`src/rtl/rol32_seq.sv`:
```
`default_nettype none
// ============================================================================
//  Module      : rol32_seq
//  Description : Iterative rotate-left unit. Rotates the captured operand in
//                coarse steps of STEP bits, then finishes with single-bit
//                steps. Uses a start/busy/done handshake. This is the inverse
//                of the combinational rotate-right in the ALU.
//  Revision    : 1.0  initial release
// ============================================================================
module rol32_seq #(
    parameter int WIDTH = 32,
    parameter int SA_W  = 5,
    parameter int STEP  = 4
) (
    input  logic             clock,
    input  logic             clear,
    input  logic             start,
    input  logic [WIDTH-1:0] Ra,
    input  logic [SA_W-1:0]  shift_amt,
    output logic             busy,
    output logic             done,
    output logic [WIDTH-1:0] result
);

    // State encoding
    localparam logic [1:0] S_IDLE  = 2'd0;
    localparam logic [1:0] S_SHIFT = 2'd1;
    localparam logic [1:0] S_DONE  = 2'd2;

    // Coarse step expressed at counter width so comparisons stay width-matched
    localparam logic [SA_W-1:0] STEP_CNT = SA_W'(STEP);
    localparam logic [SA_W-1:0] ONE_CNT  = SA_W'(1);

    logic [1:0]       state;
    logic [1:0]       state_next;
    logic [WIDTH-1:0] work;
    logic [SA_W-1:0]  cnt;
    logic [WIDTH-1:0] rot_step;
    logic [WIDTH-1:0] rot_one;

    // Fixed rotations of the working register; wraparound, no fill bits
    assign rot_step = {work[WIDTH-STEP-1:0], work[WIDTH-1:WIDTH-STEP]};
    assign rot_one  = {work[WIDTH-2:0], work[WIDTH-1]};

    // State register; clear aborts any operation in flight
    always_ff @(posedge clock) begin
        if (clear) begin
            state <= S_IDLE;
        end else begin
            state <= state_next;
        end
    end

    // Next-state logic: start only matters in IDLE, DONE lasts one cycle
    always_comb begin
        state_next = state;
        case (state)
            S_IDLE: begin
                if (start) begin
                    state_next = S_SHIFT;
                end
            end
            S_SHIFT: begin
                if (cnt == '0) begin
                    state_next = S_DONE;
                end
            end
            S_DONE: begin
                state_next = S_IDLE;
            end
            default: begin
                state_next = S_IDLE;
            end
        endcase
    end

    // Handshake outputs decoded from the state register
    always_comb begin
        busy = (state != S_IDLE);
        done = (state == S_DONE);
    end

    // Datapath: capture on accept, one rotate action per SHIFT cycle,
    // publish result only when the remaining count reaches zero
    always_ff @(posedge clock) begin
        if (clear) begin
            work   <= '0;
            cnt    <= '0;
            result <= '0;
        end else begin
            case (state)
                S_IDLE: begin
                    if (start) begin
                        work <= Ra;
                        cnt  <= shift_amt;
                    end
                end
                S_SHIFT: begin
                    if (cnt >= STEP_CNT) begin
                        work <= rot_step;
                        cnt  <= cnt - STEP_CNT;
                    end else if (cnt != '0) begin
                        work <= rot_one;
                        cnt  <= cnt - ONE_CNT;
                    end else begin
                        result <= work;
                    end
                end
                default: begin
                    work <= work;
                end
            endcase
        end
    end

endmodule
`default_nettype wire

```
`config.mk`:
```
export PLATFORM = sky130hd
export DESIGN_NAME = rol32_seq
export DESIGN_NICKNAME = d
export VERILOG_FILES = /design/src/rtl/rol32_seq.sv
export SDC_FILE = /design/constraint.sdc
export NUM_CORES = 1
export LEC_CHECK = 0
export BUFFER_PORTS_ARGS = -buffer_cell sky130_fd_sc_hd__buf_2
export CORE_UTILIZATION = 45
export CTS_CLUSTER_DIAMETER = 50
export DETAILED_ROUTE_END_ITERATION = 10
export GPL_ROUTABILITY_DRIVEN = 0
export MAX_ROUTING_LAYER = met4
export PLACE_DENSITY = 0.73
export SLEW_MARGIN = 20
export SYNTH_ARGS = -nofsm -noshare
export SYNTH_HDL_FRONTEND = slang
export SYNTH_SLANG_ARGS = --single-unit
```
`constraint.sdc`:
```
create_clock -name clock -period 2.35 [get_ports clock]
set_input_delay 0.47 -clock clock [delete_from_list [all_inputs] [get_ports clock]]
set_output_delay 0.47 -clock clock [all_outputs]
set_load 0.01 [all_outputs]
```
==> results.md <==
- Routed len/inst: between 10 and 15 um
- VDD IR max: roughly 0.00043 V
- Max cap viols: 0
- Distinct cells, synth: 38
- Total Routing Usage GR: a little over a fifth
- Area of the multi-input gates: ~1600 sq um
- Hold Vio Cnt, Final: 0
- WP data required: ~2600 ps
- Top Ports: 74
- Rel. slew slack: 72.7%
- Post-layout min period: ~2200 ps
- Synthesized area: about 3200 sq um
- R2R Path End: work[22]
- Worst hold-check path type: in2reg
- R2R depth: 7
- First-pass GRT wire length: 12,600 um
- Die area: roughly 7500 sq um
- RSZ-0062 raised after global routing: no
- Static Leakage: between 1.5 and 2 nW
- Root Driver: clkbuf_8
- Initial antenna violation count: 0
- R2r startpoint: cnt[2]
- Top-area cell type share of the netlist area: between 40% and 50%
- CTS Hold Buffers Added: 0
- TNS Setup: 0 ps
- Core ar.: 6830 sq um
- Largest net degree at the start of global routing: 65
- Crit-path cells: inv_1, ha_1, and3_1, a211oi_2, nor2_2, buf_4, a22o_1
- Post-DR vias/cell: 5.33
- Largest cells by area after synthesis: dfxtp_1, nand2_1, a22o_1
- First-pass iteration count of the detailed router: 5
- Post-synth top area cell: dfxtp_1
- Async S/R FF share, synth: 0%
- Hold WS: between 300 and 400 ps
- Max FO, Critical Path: 32
- Worst-Skew Late Latency: around 340 ps
- Post-CTS Resized: 0
- Worst Path Arrival: about 2400 ps
- Status: complete, no violations
- Row count: 30
- Sequential fraction of the synthesis area: between 40 and 50%
- Worst Setup Start Kind: flip-flop
- CP max stage delay: approximately 470 ps
- Nets: approximately 520
- Inserted Clock Buffers: 9
- Internal power: roughly 0.0023 W
- Sequential cell area: roughly 1400 sq um
- Setup violators final: 0
- Warning count from the yosys run: 0
- DR iter-0 viols: around 260
- Ant diodes: 0
- Switching Share: between 30% and 40%
- Most used DFF post-synth: dfxtp_1
- Fmax achieved: 463 MHz
- Sequential share of power: approximately 43%
- Hold Path Depth: 2
- CTS tree: yes
- Final wirelength: ~7600 um
- GRT overflow: 0
- Drt drc: 0
- Routed Antenna Nets: 0
- H-tree Lvls: 3
- Vias in the first global route: 2,786
- Layout cells sized above 1: 22.7%
- Max-slew violation count: 0
- Mapped Cells: between 400 and 500
- Layout Area Growth over Synthesis: 22.2%
- Slew @ Worst Pin: just over 400 ps
- Worst Hold Launch: clear
- Register-to-register setup slack: between 150 and 200 ps
- Post-synth EDFFs: 0
- Clock transition at path regs: 80 ps
- Setup bufs post-CTS: 0
- PwrDens: a little under 900 nW/um^2
- Worst-path cell with the longest stage delay: dfxtp_1
- Clk_skew: around 9.8 ps
- Clock Path Buffers: 2
- Hpwl dp: ~5100 um
- Sink Count: ~70
- Hold worst-path end: state[1]
- Sw power: between 0.001 and 0.0015 W
- Clock power share: between 30% and 40%
- Via count: approximately 3,000
- Die width: between 80 and 90 um
- I/O Buffers: 73
- CP Capture Type: flip-flop
- Syn avg cell area: around 7.8 sq um
- Final worst-path cycle share: 92.0%
- Flops & latches, synth: between 70 and 80
- Filler Cells Inserted: around 660
- Mapped Nets: around 460
- Starting Density: 46.8%
- Crit path kind: reg2reg
- Vert. Die Dim: between 80 and 90 um
- Comb power frac: between 20% and 30%
[layer usage]
metal | share of wire [%] | wire length, um | vias up | global-route usage (%)
met5 | 0 | 0 | - | -
met3 | 4.8 | 366 | 9 | 2.95
met4 | 1.2 | 89 | 0 | 8.03
met1 | 47 | 3580 | 1421 | 27.9
met2 | 47 | 3520 | 91 | 35.7
li1 | - | - | 1549 | -
[power groups by stage]
stage / clock network (W) / registers, W / logic, W
detailed placement: 0 / 0.00147 / 0.000764
floorplan: 0 / 0.00144 / 0.000557
global route: 0.00126 / 0.00147 / 0.000858
CTS: 0.00120 / 0.00144 / 0.000769
finish: 0.00119 / 0.00145 / 0.000766
global placement: 0 / 0.00147 / 0.000754
[worst max path at each step]
| stage | startpoint | end | cells past startpoint |
|---|---|---|---|
| 5_1_grt | cnt[2] | work[22] | 7 |
| 4_1_cts | cnt[2] | work[22] | 7 |
| 2_1_floorplan | cnt[3] | result[10] | 9 |
| 6_report | cnt[2] | work[22] | 7 |
| 3_3_place_gp | cnt[2] | work[22] | 7 |
| 3_5_place_dp | cnt[2] | work[22] | 7 |
[Yosys cell counts (2+ instances only)]
cell type    n
a21oi_1     35
a22o_1      32
a31oi_1     34
and3_1       2
buf_2       15
buf_6        3
clkbuf_1    14
dfxtp_1     71
ha_1         4
inv_1        6
nand2_1    128
nor2_1      37
nor2b_1      2
nor3_1       4
o21ai_0      2
[worst max-delay path: cells and delay by family, from the launching register on]
kind | cells | cell delay [ps]
compound gates | 2 | 700
fa+ha+maj | 1 | 240
buf+inv | 2 | 360
flops | 1 | 470
simple gates | 2 | 280
[area by class of cell]
| cell class | count | share of cell area, % |
|---|---|---|
| tap | 96 | 3.07 |
| timing repair buffer | 85 | 12.6 |
| inverter | 6 | 0.576 |
| clock inverter | 7 | 3.07 |
| clock buffer | 9 | 3.17 |
| multi-input combinational | 302 | 41.2 |
| sequential | 71 | 36.4 |
[cells in the final DEF, fill, tap and decap left out, types with 2 or more instances in the layout]
cell type,n
a22o_1,32
and3_1,2
buf_4,9
buf_2,73
o21ai_0,2
nor3_1,4
a21oi_1,35
buf_12,3
dfxtp_1,71
bufinv_16,3
inv_1,6
nand2_1,128
ha_1,4
nor2_1,37
clkbuf_8,9
a31oi_1,34
[registers in the layout (all words and copies together) (netlist names)]
name    flops
result     32
work       32
cnt         5
state       2
[per-stage QoR]
stage                     instances  cell area [sq um]  power, W  setup WS, ps  util [%]
after floorplan                 412               3200   0.00200           203         -
after global placement          560               3670   0.00222           247      53.7
after detailed placement        560               3670   0.00224           211      53.7
after CTS                       576               3910   0.00342           190      57.2
after global routing            576               3910   0.00359          85.0      57.2
final                           576               3910   0.00340           188      57.2
[cells by family after synthesis]
| logic type | after synthesis | share of synthesized area (%) |
|---|---|---|
| AND/OR/NAND/NOR | 183 | 23.0 |
| AO/OA/AOI/OAI | 115 | 25.1 |
| flip-flops | 71 | 44.4 |
| buffers and inverters | 39 | 5.87 |
| adder cells (fa/ha/maj) | 4 | 1.56 |
Power figures use the tool's default switching activity.
